`config.mk`:
```
export PLATFORM = sky130hd
export DESIGN_NAME = softex_stream_tracker_flat
export DESIGN_NICKNAME = d
export VERILOG_FILES = /design/src/rtl/softex_pkg.sv /design/src/rtl/hwpe_stream_intf_stream.sv /design/src/rtl/softex_stream_buf.sv /design/src/rtl/softex_stream_tracker.sv /design/src/flat_wrapper.sv
export SDC_FILE = /design/constraint.sdc
export NUM_CORES = 1
export LEC_CHECK = 0
export BUFFER_PORTS_ARGS = -buffer_cell sky130_fd_sc_hd__buf_2
export CORE_MARGIN = 8
export CORE_UTILIZATION = 41
export CTS_CLUSTER_DIAMETER = 60
export DETAILED_ROUTE_END_ITERATION = 12
export GPL_TIMING_DRIVEN = 1
export SLEW_MARGIN = 20
export SYNTH_ARGS = -nofsm -noshare
export SYNTH_HDL_FRONTEND = slang
export SYNTH_SLANG_ARGS = --single-unit
```
`constraint.sdc`:
```
create_clock -name clk_i -period 14.7 [get_ports clk_i]
set_input_delay 1.47 -clock clk_i [delete_from_list [all_inputs] [get_ports clk_i]]
set_output_delay 1.47 -clock clk_i [all_outputs]
set_load 0.005 [all_outputs]
```
`src/rtl/softex_pkg.sv`:
```
// Shared definitions for the softex stream tracker: FSM state encoding and
// the default element-counter width.
package softex_pkg;

  localparam int unsigned SOFTEX_CNT_WIDTH = 32;

  typedef enum logic [1:0] {
    ST_IDLE = 2'd0,
    ST_RUN  = 2'd1,
    ST_DONE = 2'd2
  } softex_state_e;

endpackage

```
`src/rtl/hwpe_stream_intf_stream.sv`:
```
// Minimal valid/ready stream interface carrying a data payload and a byte
// strobe, with source and sink views.
interface hwpe_stream_intf_stream #(
  parameter int unsigned DATA_WIDTH = 32,
  parameter int unsigned STRB_WIDTH = DATA_WIDTH / 8
) ();

  logic                  valid;
  logic                  ready;
  logic [DATA_WIDTH-1:0] data;
  logic [STRB_WIDTH-1:0] strb;

  modport source (output valid, output data, output strb, input ready);
  modport sink   (input valid, input data, input strb, output ready);

endinterface

```
`src/rtl/softex_stream_buf.sv`:
```
// Two-entry registered FIFO carrying data, strobe and a last flag.
// Output fields come straight from storage, so they stay stable while the
// consumer stalls. Input ready depends only on occupancy.
module softex_stream_buf #(
  parameter int unsigned DATA_WIDTH = 128,
  parameter int unsigned STRB_WIDTH = DATA_WIDTH / 8
) (
  input  logic                  clk_i,
  input  logic                  rst_i,
  input  logic                  in_valid_i,
  output logic                  in_ready_o,
  input  logic [DATA_WIDTH-1:0] in_data_i,
  input  logic [STRB_WIDTH-1:0] in_strb_i,
  input  logic                  in_last_i,
  output logic                  out_valid_o,
  input  logic                  out_ready_i,
  output logic [DATA_WIDTH-1:0] out_data_o,
  output logic [STRB_WIDTH-1:0] out_strb_o,
  output logic                  out_last_o
);

  logic [DATA_WIDTH-1:0] data_q [2];
  logic [STRB_WIDTH-1:0] strb_q [2];
  logic [1:0]            last_q;
  logic                  wr_ptr_q, rd_ptr_q;
  logic [1:0]            cnt_q, cnt_d;
  logic                  push, pop;

  assign in_ready_o  = (cnt_q != 2'd2);
  assign out_valid_o = (cnt_q != 2'd0);
  assign push        = in_valid_i && in_ready_o;
  assign pop         = out_valid_o && out_ready_i;

  assign out_data_o  = data_q[rd_ptr_q];
  assign out_strb_o  = strb_q[rd_ptr_q];
  assign out_last_o  = last_q[rd_ptr_q];

  // Occupancy update; a simultaneous push and pop leaves it unchanged.
  always_comb begin
    cnt_d = cnt_q;
    unique case ({push, pop})
      2'b10:   cnt_d = cnt_q + 2'd1;
      2'b01:   cnt_d = cnt_q - 2'd1;
      default: cnt_d = cnt_q;
    endcase
  end

  // Pointer and occupancy registers; reset flushes the buffer.
  always_ff @(posedge clk_i) begin
    if (rst_i) begin
      wr_ptr_q <= 1'b0;
      rd_ptr_q <= 1'b0;
      cnt_q    <= 2'd0;
    end else begin
      if (push) wr_ptr_q <= ~wr_ptr_q;
      if (pop)  rd_ptr_q <= ~rd_ptr_q;
      cnt_q <= cnt_d;
    end
  end

  // Payload storage; contents are don't-care while the entry is empty.
  always_ff @(posedge clk_i) begin
    if (push) begin
      data_q[wr_ptr_q] <= in_data_i;
      strb_q[wr_ptr_q] <= in_strb_i;
      last_q[wr_ptr_q] <= in_last_i;
    end
  end

endmodule

```
`src/rtl/softex_stream_tracker.sv`:
```
// Softex stream tracker: counts valid elements of incoming beats against a
// latched vector length, tags the beat that reaches the length as last, and
// forwards beats through a 2-entry buffer.
// Optional feature: define SOFTEX_STREAM_TRACKER_PERF_EN to add stall_cnt_o,
// a saturating count of RUN cycles where the output is stalled.
//
// state   | meaning
// IDLE    | waiting for start_i
// RUN     | accepting and forwarding beats of the current vector
// DONE    | one-cycle done_o pulse, then back to IDLE
module softex_stream_tracker
  import softex_pkg::*;
#(
  parameter int unsigned DATA_WIDTH = 128,
  parameter int unsigned ELEM_WIDTH = 16,
  parameter int unsigned CNT_WIDTH  = SOFTEX_CNT_WIDTH
) (
  input  logic                 clk_i,
  input  logic                 rst_i,
  input  logic                 clear_i,
  input  logic                 start_i,
  input  logic [CNT_WIDTH-1:0] len_i,
  hwpe_stream_intf_stream.sink   stream_i,
  hwpe_stream_intf_stream.source stream_o,
  output logic                 last_o,
  output logic                 busy_o,
  output logic                 done_o,
  output logic                 excess_o
`ifdef SOFTEX_STREAM_TRACKER_PERF_EN
  ,
  output logic [31:0]          stall_cnt_o
`endif
);

  localparam int unsigned NLANES     = DATA_WIDTH / ELEM_WIDTH;
  localparam int unsigned BPE        = ELEM_WIDTH / 8;
  localparam int unsigned STRB_WIDTH = DATA_WIDTH / 8;
  localparam int unsigned LCW        = $clog2(NLANES + 1);

  softex_state_e        state_q, state_d;
  logic [CNT_WIDTH-1:0] len_q, len_d;
  logic [CNT_WIDTH-1:0] acc_q, acc_d;
  logic                 excess_q, excess_d;
  logic                 last_seen_q, last_seen_d;

  logic [LCW-1:0]       beat_cnt;
  logic [CNT_WIDTH:0]   sum;
  logic                 beat_last, beat_over;
  logic                 soft_rst;
  logic                 in_open, buf_in_ready, in_accept;
  logic                 out_valid, out_last, out_accept;

  assign soft_rst = rst_i | clear_i;

  // An element is valid when the strobe bit of its lowest byte is set.
  always_comb begin
    beat_cnt = '0;
    for (int k = 0; k < NLANES; k++) begin
      beat_cnt = beat_cnt + LCW'(stream_i.strb[k*BPE]);
    end
  end

  // One extra bit so that overflow is visible for saturation.
  assign sum       = {1'b0, acc_q} + (CNT_WIDTH+1)'(beat_cnt);
  assign beat_last = (sum >= {1'b0, len_q});
  assign beat_over = (sum >  {1'b0, len_q});

  // No further beats are taken once the last one is in the buffer.
  assign in_open        = (state_q == ST_RUN) && !last_seen_q;
  assign stream_i.ready = in_open && buf_in_ready;
  assign in_accept      = stream_i.valid && stream_i.ready;

  softex_stream_buf #(
    .DATA_WIDTH (DATA_WIDTH),
    .STRB_WIDTH (STRB_WIDTH)
  ) i_buf (
    .clk_i       (clk_i),
    .rst_i       (soft_rst),
    .in_valid_i  (stream_i.valid && in_open),
    .in_ready_o  (buf_in_ready),
    .in_data_i   (stream_i.data),
    .in_strb_i   (stream_i.strb),
    .in_last_i   (beat_last),
    .out_valid_o (out_valid),
    .out_ready_i (stream_o.ready),
    .out_data_o  (stream_o.data),
    .out_strb_o  (stream_o.strb),
    .out_last_o  (out_last)
  );

  assign stream_o.valid = out_valid;
  assign out_accept     = out_valid && stream_o.ready;
  assign last_o         = out_valid && out_last;
  assign busy_o         = (state_q == ST_RUN);
  assign done_o         = (state_q == ST_DONE);
  assign excess_o       = excess_q;

  // Next-state and per-vector bookkeeping.
  always_comb begin
    state_d     = state_q;
    len_d       = len_q;
    acc_d       = acc_q;
    excess_d    = excess_q;
    last_seen_d = last_seen_q;
    unique case (state_q)
      ST_IDLE: begin
        if (start_i) begin
          len_d       = len_i;
          acc_d       = '0;
          excess_d    = 1'b0;
          last_seen_d = 1'b0;
          state_d     = (len_i == '0) ? ST_DONE : ST_RUN;
        end
      end
      ST_RUN: begin
        if (in_accept) begin
          acc_d = sum[CNT_WIDTH] ? '1 : sum[CNT_WIDTH-1:0];
          if (beat_over) excess_d = 1'b1;
          if (beat_last) last_seen_d = 1'b1;
        end
        if (out_accept && out_last) state_d = ST_DONE;
      end
      ST_DONE: state_d = ST_IDLE;
      default: state_d = ST_IDLE;
    endcase
  end

  // State registers; reset and soft clear behave identically.
  always_ff @(posedge clk_i) begin
    if (soft_rst) begin
      state_q     <= ST_IDLE;
      len_q       <= '0;
      acc_q       <= '0;
      excess_q    <= 1'b0;
      last_seen_q <= 1'b0;
    end else begin
      state_q     <= state_d;
      len_q       <= len_d;
      acc_q       <= acc_d;
      excess_q    <= excess_d;
      last_seen_q <= last_seen_d;
    end
  end

`ifdef SOFTEX_STREAM_TRACKER_PERF_EN
  logic [31:0] stall_q, stall_d;

  // Saturating stall counter, restarted with each vector.
  always_comb begin
    stall_d = stall_q;
    if ((state_q == ST_IDLE) && start_i) begin
      stall_d = '0;
    end else if ((state_q == ST_RUN) && out_valid && !stream_o.ready &&
                 (stall_q != '1)) begin
      stall_d = stall_q + 32'd1;
    end
  end

  // Stall counter register.
  always_ff @(posedge clk_i) begin
    if (soft_rst) stall_q <= '0;
    else          stall_q <= stall_d;
  end

  assign stall_cnt_o = stall_q;
`endif

endmodule
```
`src/flat_wrapper.sv`:
```
// flat-port wrapper written by rule: the top's interface ports become plain ports
module softex_stream_tracker_flat import softex_pkg::*;
#(
  parameter int unsigned DATA_WIDTH = 128,
  parameter int unsigned ELEM_WIDTH = 16,
  parameter int unsigned CNT_WIDTH  = SOFTEX_CNT_WIDTH
)
  (clk_i, rst_i, clear_i, start_i, len_i, last_o, busy_o, done_o, excess_o, stream_i_valid, stream_i_data, stream_i_strb, stream_i_ready, stream_o_valid, stream_o_data, stream_o_strb, stream_o_ready);
  hwpe_stream_intf_stream #(.DATA_WIDTH(DATA_WIDTH)) stream_i_i ();
  hwpe_stream_intf_stream #(.DATA_WIDTH(DATA_WIDTH)) stream_o_i ();
  input  logic clk_i;
  input  logic rst_i;
  input  logic clear_i;
  input  logic start_i;
  input  logic [CNT_WIDTH-1:0] len_i;
  output logic last_o;
  output logic busy_o;
  output logic done_o;
  output logic excess_o;
  input wire logic [$bits(stream_i_i.valid)-1:0] stream_i_valid;
  input wire logic [$bits(stream_i_i.data)-1:0] stream_i_data;
  input wire logic [$bits(stream_i_i.strb)-1:0] stream_i_strb;
  output wire logic [$bits(stream_i_i.ready)-1:0] stream_i_ready;
  output wire logic [$bits(stream_o_i.valid)-1:0] stream_o_valid;
  output wire logic [$bits(stream_o_i.data)-1:0] stream_o_data;
  output wire logic [$bits(stream_o_i.strb)-1:0] stream_o_strb;
  input wire logic [$bits(stream_o_i.ready)-1:0] stream_o_ready;
  assign stream_i_i.valid = stream_i_valid;
  assign stream_i_i.data = stream_i_data;
  assign stream_i_i.strb = stream_i_strb;
  assign stream_i_ready = stream_i_i.ready;
  assign stream_o_valid = stream_o_i.valid;
  assign stream_o_data = stream_o_i.data;
  assign stream_o_strb = stream_o_i.strb;
  assign stream_o_i.ready = stream_o_ready;
  softex_stream_tracker #(.DATA_WIDTH(DATA_WIDTH), .ELEM_WIDTH(ELEM_WIDTH), .CNT_WIDTH(CNT_WIDTH)) u_core (.clk_i(clk_i), .rst_i(rst_i), .clear_i(clear_i), .start_i(start_i), .len_i(len_i), .stream_i(stream_i_i), .stream_o(stream_o_i), .last_o(last_o), .busy_o(busy_o), .done_o(done_o), .excess_o(excess_o));
endmodule
```
==> results of run 1 <==
==> cell type report <==
class,count,area [sq um],area share [%]
tap,468,586,3.17
timing repair buffer,341,1730,9.38
sequential,363,10200,55.1
clock buffer,51,1070,5.82
inverter,51,191,1.04
antenna,6,15.0,0.0813
multi-input combinational,596,4540,24.6
clock inverter,18,144,0.780
==> how the worst max path moves through the flow <==
| stage | from | end | slack, ns |
|---|---|---|---|
| after floorplan | stream_i_valid | u_core.i_buf.data_q[0][0] | 5.94 |
| after global placement | stream_i_strb[0] | u_core.i_buf.last_q[0] | 7.18 |
| after detailed placement | stream_i_strb[0] | u_core.i_buf.last_q[1] | 7.10 |
| after CTS | stream_i_strb[0] | u_core.i_buf.last_q[1] | 7.64 |
| after global routing | stream_i_strb[0] | u_core.i_buf.last_q[1] | 7.24 |
| final | stream_i_strb[0] | u_core.i_buf.last_q[1] | 7.62 |
==> per-layer routing <==
layer  up-vias  global-route usage, %  share of wire, %
met5         -                      0              0.12
met4         6                   5.90               2.4
met3        66                   4.81               7.4
met2       299                   28.2                48
met1      4687                   21.3                42
li1       4581                      -                 -
==> critical path: stages <==
cell and delay, ns:
buf_2 0.11, ha_1 0.27, inv_1 0.04, fa_1 0.57, fa_1 0.45, fa_1 0.42
fa_1 0.50, fa_1 0.44, nand2b_1 0.22, a21oi_2 0.34, and4_1 0.42, nand4_1 0.15
xnor2_1 0.22, ha_1 0.28, nand4_1 0.16, nor3_1 0.10, a221o_1 0.32, o31a_1 0.25
nor4_1 0.45, nand2b_1 0.14
==> registers in the layout (all words and copies together), names as in the netlist, named ones only <==
name and flops:
u_core.i_buf.cnt_q 2, u_core.i_buf.last_q 2, u_core.excess_o 1, u_core.i_buf.rd_ptr_q 1, u_core.acc_q 32, u_core.i_buf.wr_ptr_q 1, u_core.state_q 2, u_core.last_seen_q 1
u_core.i_buf.strb_q 32, u_core.len_q 32, u_core.i_buf.data_q 256
==> cells in the final DEF, fill, tap and decap left out, types with 13 or more instances in the layout <==
master,count
buf_2,331
edfxtp_1,290
mux2_2,144
nand2_1,97
a21oi_1,79
dfxtp_1,72
inv_1,50
clkbuf_16,41
ha_1,40
nor2_1,36
xnor2_1,25
o21ai_0,24
nand3_1,17
nand4_1,16
o31a_1,13
==> report_power, final <==
part | total (W) | leakage (nW) | internal [W] | switching, W
Combinational | 0.000127 | 3.08 | 0.0000551 | 0.0000721
Clock | 0.000936 | 0.587 | 0.000549 | 0.000387
Sequential | 0.00113 | 3.21 | 0.00112 | 0.00000474
==> cells by family after synthesis <==
logic type | Yosys count
AOI/OAI and AO/OA | 147
buffers and inverters | 98
muxes | 145
adders and majority gates | 45
xor gates and xnor gates | 34
and+or+nand+nor | 225
DFF | 363
==> stage by stage <==
step,instances,setup WS [ns]
finish,1894,7.62
global route,1891,7.24
CTS,1888,7.64
detailed placement,1819,7.10
global placement,1819,7.18
floorplan,1057,5.94
==> flow_summary.json, run 1 <==
{
  "outcome": "finished, final reports clean",
  "finalInstanceArea_sq_mm": 0.0185,
  "synth_top_family_by_area": "multiplexers",
  "peakVddDrop_mv": 0.0741,
  "grt_pass1_vias": 9741,
  "drt-total-wl_um": 38000,
  "grt_max_degree": 79,
  "end_kind": "flip-flop",
  "ys_top_cells_by_count": "290 x edfxtp_1, 144 x mux2_2, 97 x nand2_1, 79 x a21oi_1, 73 x dfxtp_1",
  "yosysTopAreaCellShare_pct": 57.7,
  "setup_viol": 0,
  "area_delta_synth_final_pct": 22.3,
  "arrival_ns": 7.35,
  "overflow": 0,
  "hold_path.class": "reg -> reg",
  "syn-num-nets": 1284,
  "r2r_end": "u_core.i_buf.last_q[1]",
  "r2r_cells": 15,
  "cts_sinks": 363,
  "whs_endpoint": "u_core.len_q[3]",
  "p_leak_nw": 6.88,
  "syn_inst": 1057,
  "startpoint_type": "primary input",
  "final.period_utilization_pct": 48.2,
  "wl_per_cell_um": 20.1,
  "cts_hold_buf": 0,
  "cts-buffers-inserted": 39,
  "cts_resized": 0,
  "htree_levels": 2,
  "placed_area_sq_mm": 0.0172,
  "worstHoldStart": "u_core.len_q[3]",
  "final.min_clock_period_ns": 7.08,
  "fillers": 3208,
  "core_area_sq_mm": 0.0364,
  "antenna_found_initial": 8,
  "gp_congestion": 0.859,
  "grt_pass1_wl_um": 57600,
  "max_slew_margin_pct": 29.5,
  "grt_setup_unrepaired": "no",
  "yosysMostFrequentCell": "edfxtp_1",
  "ys_async_sr_fraction_pct": 0,
  "ys_seq_area_share_pct": 67.4,
  "ys_warn_count": 0,
  "post-cts-setup-buffer-count": 0,
  "drt_pass1_iterations": 4,
  "cap_viol_max_count": 0,
  "synth-simple-area-share_pct": 7.24,
  "whs_ns": 0.455,
  "worstHoldPathCells": 2,
  "syn_avg_cell_area_sq_um": 14.3,
  "pin_count": 332,
  "max_freq_mhz": 141,
  "fin_worst_skew_ns": 0.0154,
  "final_core_util_pct": 50.7,
  "ant_nets": 0,
  "design.die.area_sq_mm": 0.0432,
  "ys_ff_latch": 363,
  "clk_pin_slew_worst_paths_ns": 0.06,
  "row_count": 70,
  "slew_violations": 0,
  "cts_tree": "yes",
  "port_buffers": 331,
  "drc": 0,
  "grt_usage_pct": 17.1,
  "ys.flop_type": "edfxtp_1",
  "drt-vias-per-instance": 5.09,
  "path_class": "in -> reg",
  "ctsRootBufferMaster": "clkbuf_16",
  "synth-edff-count": 290,
  "required_ns": 14.97,
  "worst-path-max-fanout": 7,
  "timing.rr.start": "u_core.acc_q[0]",
  "start_util_pct": 41.4,
  "finalSetupTns_ns": 0,
  "power_density_mw_per_mm2": 119,
  "synth_cell_types": 61,
  "dpl.hpwl_um": 26600,
  "synth_top_area_cell": "edfxtp_1",
  "clock_latency_ns": 0.54,
  "regToRegSetupSlack_ns": 10.41,
  "synth_mux_area_share_pct": 10.8,
  "synth_xor_xnor_area_share_pct": 1.97,
  "layout-drive-gt1-share_pct": 39.5,
  "cts_buffer_depth": 3,
  "netlist_area_sq_mm": 0.0151,
  "hold_viol": 0,
  "dieHeight_um": 208,
  "vias": 9639,
  "yosys-top-cells-area": "edfxtp_1 58%, mux2_2 11%, dfxtp_1 9.7%",
  "total_power_w": 0.00219,
  "tightest_slew_ns": 1.06,
  "nNetsFinal": 1619,
  "die_x_um": 208,
  "synth_compound_area_share_pct": 6.01,
  "synthAdderAreaFrac_pct": 3.98,
  "drt_iter0_drc": 528
}
(Power assumes the default switching activity.)
==> inputs of run 2 (changes only) <==
==> constraint.sdc (replaced) <==
create_clock -name clk_i -period 6.6 [get_ports clk_i]
set_input_delay 0.66 -clock clk_i [delete_from_list [all_inputs] [get_ports clk_i]]
set_output_delay 0.66 -clock clk_i [all_outputs]
set_load 0.005 [all_outputs]
==> flow_summary.json, run 2 (synthesis gave the netlist of run 1 again) <==
{
  "arrival_ns": 6.21,
  "cts_buffer_depth": 3,
  "grt_pass1_vias": 9630,
  "cts_resized": 0,
  "max_slew_margin_pct": 28.8,
  "drt_pass1_iterations": 5,
  "port_buffers": 331,
  "path_class": "in -> reg",
  "gp_congestion": 0.851,
  "setup_viol": 0,
  "drt-total-wl_um": 38000,
  "worst-path-max-fanout": 5,
  "cap_viol_max_count": 0,
  "grt_usage_pct": 16.9,
  "tightest_slew_ns": 1.07,
  "start_util_pct": 41.4,
  "required_ns": 6.89,
  "final.period_utilization_pct": 89.6,
  "ant_nets": 0,
  "clock_latency_ns": 0.55,
  "r2r_cells": 16,
  "finalSetupTns_ns": 0,
  "final_common_cell": "buf_2",
  "largest_reg_flops": 256,
  "fin_worst_skew_ns": 0.0257,
  "timing.rr.start": "u_core.acc_q[0]",
  "grt_setup_unrepaired": "no",
  "cts-buffers-inserted": 41,
  "clk_pin_slew_worst_paths_ns": 0.06,
  "regMostFlops": "u_core.i_buf.data_q",
  "total_power_w": 0.00496,
  "regToRegSetupSlack_ns": 2.64,
  "max_freq_mhz": 169,
  "dpl.hpwl_um": 26800,
  "outcome": "finished, final reports clean",
  "final.min_clock_period_ns": 5.91,
  "pin_count": 332,
  "drc": 0,
  "layout-drive-gt1-share_pct": 39.6,
  "cts_sinks": 363,
  "area_delta_synth_final_pct": 23.1,
  "drt_iter0_drc": 596,
  "overflow": 0,
  "grt_pass1_wl_um": 57000,
  "peakVddDrop_mv": 0.142,
  "post-cts-setup-buffer-count": 0,
  "cts_hold_buf": 0,
  "ctsRootBufferMaster": "clkbuf_16",
  "hold_path.class": "in -> reg",
  "p_leak_nw": 6.94,
  "slew_violations": 0,
  "endpoint": "u_core.i_buf.last_q[0]",
  "nNetsFinal": 1625,
  "htree_levels": 2,
  "grt_max_degree": 145,
  "startpoint_type": "primary input",
  "hold_viol": 0,
  "power_density_mw_per_mm2": 267,
  "layout_common_cells": "331 x buf_2, 290 x edfxtp_1, 144 x mux2_2, 97 x nand2_1, 79 x a21oi_1",
  "fillers": 3185,
  "dieHeight_um": 208,
  "design.die.area_sq_mm": 0.0432,
  "critPathLaunch": "stream_i_strb[0]",
  "die_x_um": 208,
  "cts_tree": "yes",
  "r2r_end": "u_core.i_buf.last_q[0]",
  "end_kind": "flip-flop",
  "row_count": 70,
  "wl_per_cell_um": 20.0,
  "vias": 9644,
  "drt-vias-per-instance": 5.08,
  "antenna_found_initial": 8,
  "core_area_sq_mm": 0.0364
}
==> run 2: changes by cell type in the layout (fill, tap and decap cells not counted), sizes merged <==
cell,before,now
clkbuf,51,54
buf,341,345
diode,6,5
clkinvlp,3,1
inv,53,52
clkinv,11,13
bufinv,2,3
==> run 2: how the worst min path moves through the flow <==
stage / start / end / slack [ns] / depth (start not counted)
3_3_place_gp: u_core.len_q[20] / u_core.len_q[20] / 0.45 / 2
3_5_place_dp: u_core.len_q[6] / u_core.len_q[6] / 0.45 / 2
2_1_floorplan: u_core.state_q[1] / u_core.state_q[1] / 0.43 / 1
5_1_grt: stream_i_data[22] / u_core.i_buf.data_q[1][22] / 0.27 / 1
4_1_cts: stream_i_data[25] / u_core.i_buf.data_q[0][25] / 0.27 / 1
6_report: stream_i_strb[5] / u_core.i_buf.strb_q[1][5] / 0.31 / 1
==> run 2: area by class of cell <==
class | instances | area (sq um) | area share, %
Sequential cell | 363 | 10200 | 54.7
Multi-Input combinational cell | 596 | 4540 | 24.4
Timing Repair Buffer | 345 | 1800 | 9.68
Clock buffer | 54 | 1110 | 5.95
Tap cell | 468 | 586 | 3.15
Inverter | 51 | 191 | 1.03
Clock inverter | 18 | 173 | 0.929
Antenna cell | 5 | 12.5 | 0.0673
==> run 2: routing by layer <==
layer | vias to the layer above | GRT usage, % | share of wire (%)
met1 | 4665 | 21.4 | 43
met3 | 60 | 4.39 | 6.3
li1 | 4602 | - | -
met4 | 10 | 5.60 | 2.1
met2 | 307 | 28.1 | 49
met5 | - | 0 | 0.18
==> run 2: critical path, stage by stage <==
cell and delay [ns]:
buf_2 0.12, ha_1 0.29, inv_1 0.06, fa_1 0.52, fa_1 0.44, fa_1 0.42, fa_1 0.50, fa_1 0.44
nand2b_1 0.23, a21oi_2 0.26, and4_1 0.30, nand4_1 0.13, xnor2_1 0.22, ha_1 0.28, nand4_1 0.17, nor3_1 0.10
a221o_1 0.32, o31a_1 0.26, nor4_1 0.23, buf_4 0.17, nand2b_1 0.06
==> run 2: report_power, final <==
part	internal [W]	switching, W	leakage [nW]
logic	0.000126	0.000162	3.11
clock network	0.00129	0.000864	0.620
registers	0.00250	0.00000949	3.21
==> run 2: per-stage QoR <==
stage | cells | hold WS [ns] | setup slack [ns] | cell area (sq um) | utilization, %
6_report | 1900 | 0.305 | 0.688 | 18600 | 51.0
5_1_grt | 1898 | 0.270 | 0.353 | 18600 | 51.0
4_1_cts | 1895 | 0.267 | 0.682 | 18600 | 51.0
3_5_place_dp | 1823 | 0.449 | 0.0970 | 17300 | 47.5
3_3_place_gp | 1823 | 0.445 | 0.214 | 17300 | 47.5
2_1_floorplan | 1057 | 0.431 | 0.641 | 15100 | -
==> inputs of run 3 (changes only) <==
--- a/config.mk
+++ b/config.mk
@@ -6,6 +6,7 @@
 export NUM_CORES = 1
 export LEC_CHECK = 0
 export BUFFER_PORTS_ARGS = -buffer_cell sky130_fd_sc_hd__buf_2
+export CORE_ASPECT_RATIO = 1.75
 export CORE_MARGIN = 8
 export CORE_UTILIZATION = 41
 export CTS_CLUSTER_DIAMETER = 60
==> flow_summary.json, run 3 (synthesis gave the netlist of run 1 again) <==
{
  "worstHoldPathCells": 1,
  "tightest_slew_ns": 1.06,
  "met3_length_um": 2440,
  "clk_pin_slew_worst_paths_ns": 0.07,
  "power_density_mw_per_mm2": 255,
  "endpoint": "u_core.i_buf.last_q[1]",
  "area_delta_synth_final_pct": 21.7,
  "dieHeight_um": 270,
  "outcome": "finished, final reports clean",
  "drt-met1-wl_um": 13700,
  "htree_levels": 2,
  "antenna_found_initial": 8,
  "max_slew_margin_pct": 29.6,
  "core_area_sq_mm": 0.0365,
  "critPathLaunch": "stream_i_strb[0]",
  "port_buffers": 331,
  "nNetsFinal": 1621,
  "cts_hold_buf": 0,
  "cts_resized": 0,
  "final_common_cell": "buf_2",
  "path_class": "in -> reg",
  "regToRegSetupSlack_ns": 2.48,
  "regMostFlops": "u_core.i_buf.data_q",
  "layout-drive-gt1-share_pct": 39.8,
  "ant_nets": 0,
  "peakVddDrop_mv": 0.196,
  "start_util_pct": 41.3,
  "clock_latency_ns": 0.52,
  "row_count": 93,
  "r2r_cells": 15,
  "slew_violations": 0,
  "grt_setup_unrepaired": "no",
  "design.die.area_sq_mm": 0.0435,
  "met2_length_um": 21200,
  "dpl.hpwl_um": 28200,
  "hold_viol": 0,
  "arrival_ns": 6.29,
  "grt_pass1_vias": 9863,
  "whs_ns": 0.329,
  "required_ns": 6.85,
  "finalSetupTns_ns": 0,
  "ctsRootBufferMaster": "clkbuf_16",
  "r2r_end": "u_core.i_buf.last_q[1]",
  "final_core_util_pct": 50.3,
  "cts-buffers-inserted": 35,
  "cts_tree": "yes",
  "cts_buffer_depth": 3,
  "vias": 9634,
  "timing.rr.start": "u_core.acc_q[0]",
  "wl_per_cell_um": 20.5,
  "final.period_utilization_pct": 91.5,
  "worst-path-max-fanout": 4,
  "drt-vias-per-instance": 5.07,
  "overflow": 0,
  "grt_max_degree": 130,
  "end_kind": "flip-flop",
  "gp_congestion": 0.844,
  "cap_viol_max_count": 0,
  "grt_usage_pct": 17.2,
  "largest_reg_flops": 256,
  "maxUsedRoutingLayer": "met5",
  "p_leak_nw": 6.84,
  "drt-total-wl_um": 39000,
  "die_x_um": 161,
  "setup_viol": 0,
  "hold_path.class": "in -> reg",
  "final.min_clock_period_ns": 6.04,
  "post-cts-setup-buffer-count": 0,
  "cts_sinks": 363,
  "drt_iter0_drc": 499,
  "drt_pass1_iterations": 4,
  "drc": 0,
  "layout_common_cells": "331 x buf_2, 290 x edfxtp_1, 144 x mux2_2, 97 x nand2_1, 79 x a21oi_1",
  "startpoint_type": "primary input",
  "fin_worst_skew_ns": 0.0214,
  "pin_count": 332,
  "grt_pass1_wl_um": 57800,
  "max_freq_mhz": 166
}
run 3: cell count changes in the layout (fill, tap and decap cells not counted), sizes merged:
cell      before  now
clkbuf        54   40
buf          345  347
bufinv         3    1
clkinv        13   15
diode          5    7
clkinvlp       1    2
inv           52   53
run 3: power breakdown:
| part | switching, W | internal [W] |
|---|---|---|
| registers | 0.0000109 | 0.00250 |
| logic | 0.000166 | 0.000124 |
| clock network | 0.000836 | 0.00104 |
run 3: layout make-up:
| class | instances | area (sq um) |
|---|---|---|
| Tap cell | 475 | 594 |
| Multi-Input combinational cell | 596 | 4540 |
| Fill cell | 3270 | 18200 |
| Timing Repair Buffer | 347 | 1790 |
| Sequential cell | 363 | 10200 |
| Clock inverter | 20 | 145 |
| Clock buffer | 40 | 916 |
| Antenna cell | 7 | 17.5 |
| Inverter | 51 | 191 |
run 3: worst min-delay path by stage:
stage                           start  slack (ns)                          to
finish              stream_i_data[83]        0.33  u_core.i_buf.data_q[0][83]
global route        stream_i_data[13]        0.30  u_core.i_buf.data_q[0][13]
CTS                 stream_i_data[83]        0.29  u_core.i_buf.data_q[0][83]
detailed placement   u_core.len_q[26]        0.45            u_core.len_q[26]
global placement     u_core.len_q[25]        0.44            u_core.len_q[25]
floorplan           u_core.state_q[1]        0.43           u_core.state_q[1]
run 3: through the flow:
step | cell area [sq um] | total power (W) | cells | setup WS, ns
final | 18400 | 0.00468 | 1899 | 0.558
after global routing | 18400 | 0.00485 | 1897 | 0.256
after CTS | 18400 | 0.00474 | 1892 | 0.570
after detailed placement | 17300 | 0.00286 | 1832 | 0.0375
after global placement | 17300 | 0.00285 | 1832 | 0.141
after floorplan | 15100 | 0.00271 | 1057 | 0.641
run 3: worst max-delay path, stage by stage:
cell	delay, ns
buf_2	0.11
ha_1	0.29
inv_1	0.06
fa_1	0.50
fa_1	0.42
fa_1	0.42
fa_1	0.50
fa_1	0.44
nand2b_1	0.23
a21oi_2	0.27
and4_1	0.28
nand4_1	0.14
xnor2_1	0.25
ha_1	0.29
nand4_1	0.16
nor3_1	0.09
a221o_1	0.32
o31a_1	0.27
nor4_1	0.43
nand2b_1	0.14
run 3: per-layer routing:
metal,track usage (%),vias up
met3,4.03,79
li1,-,4593
met5,0,-
met1,17.4,4678
met4,8.22,4
met2,32.3,280
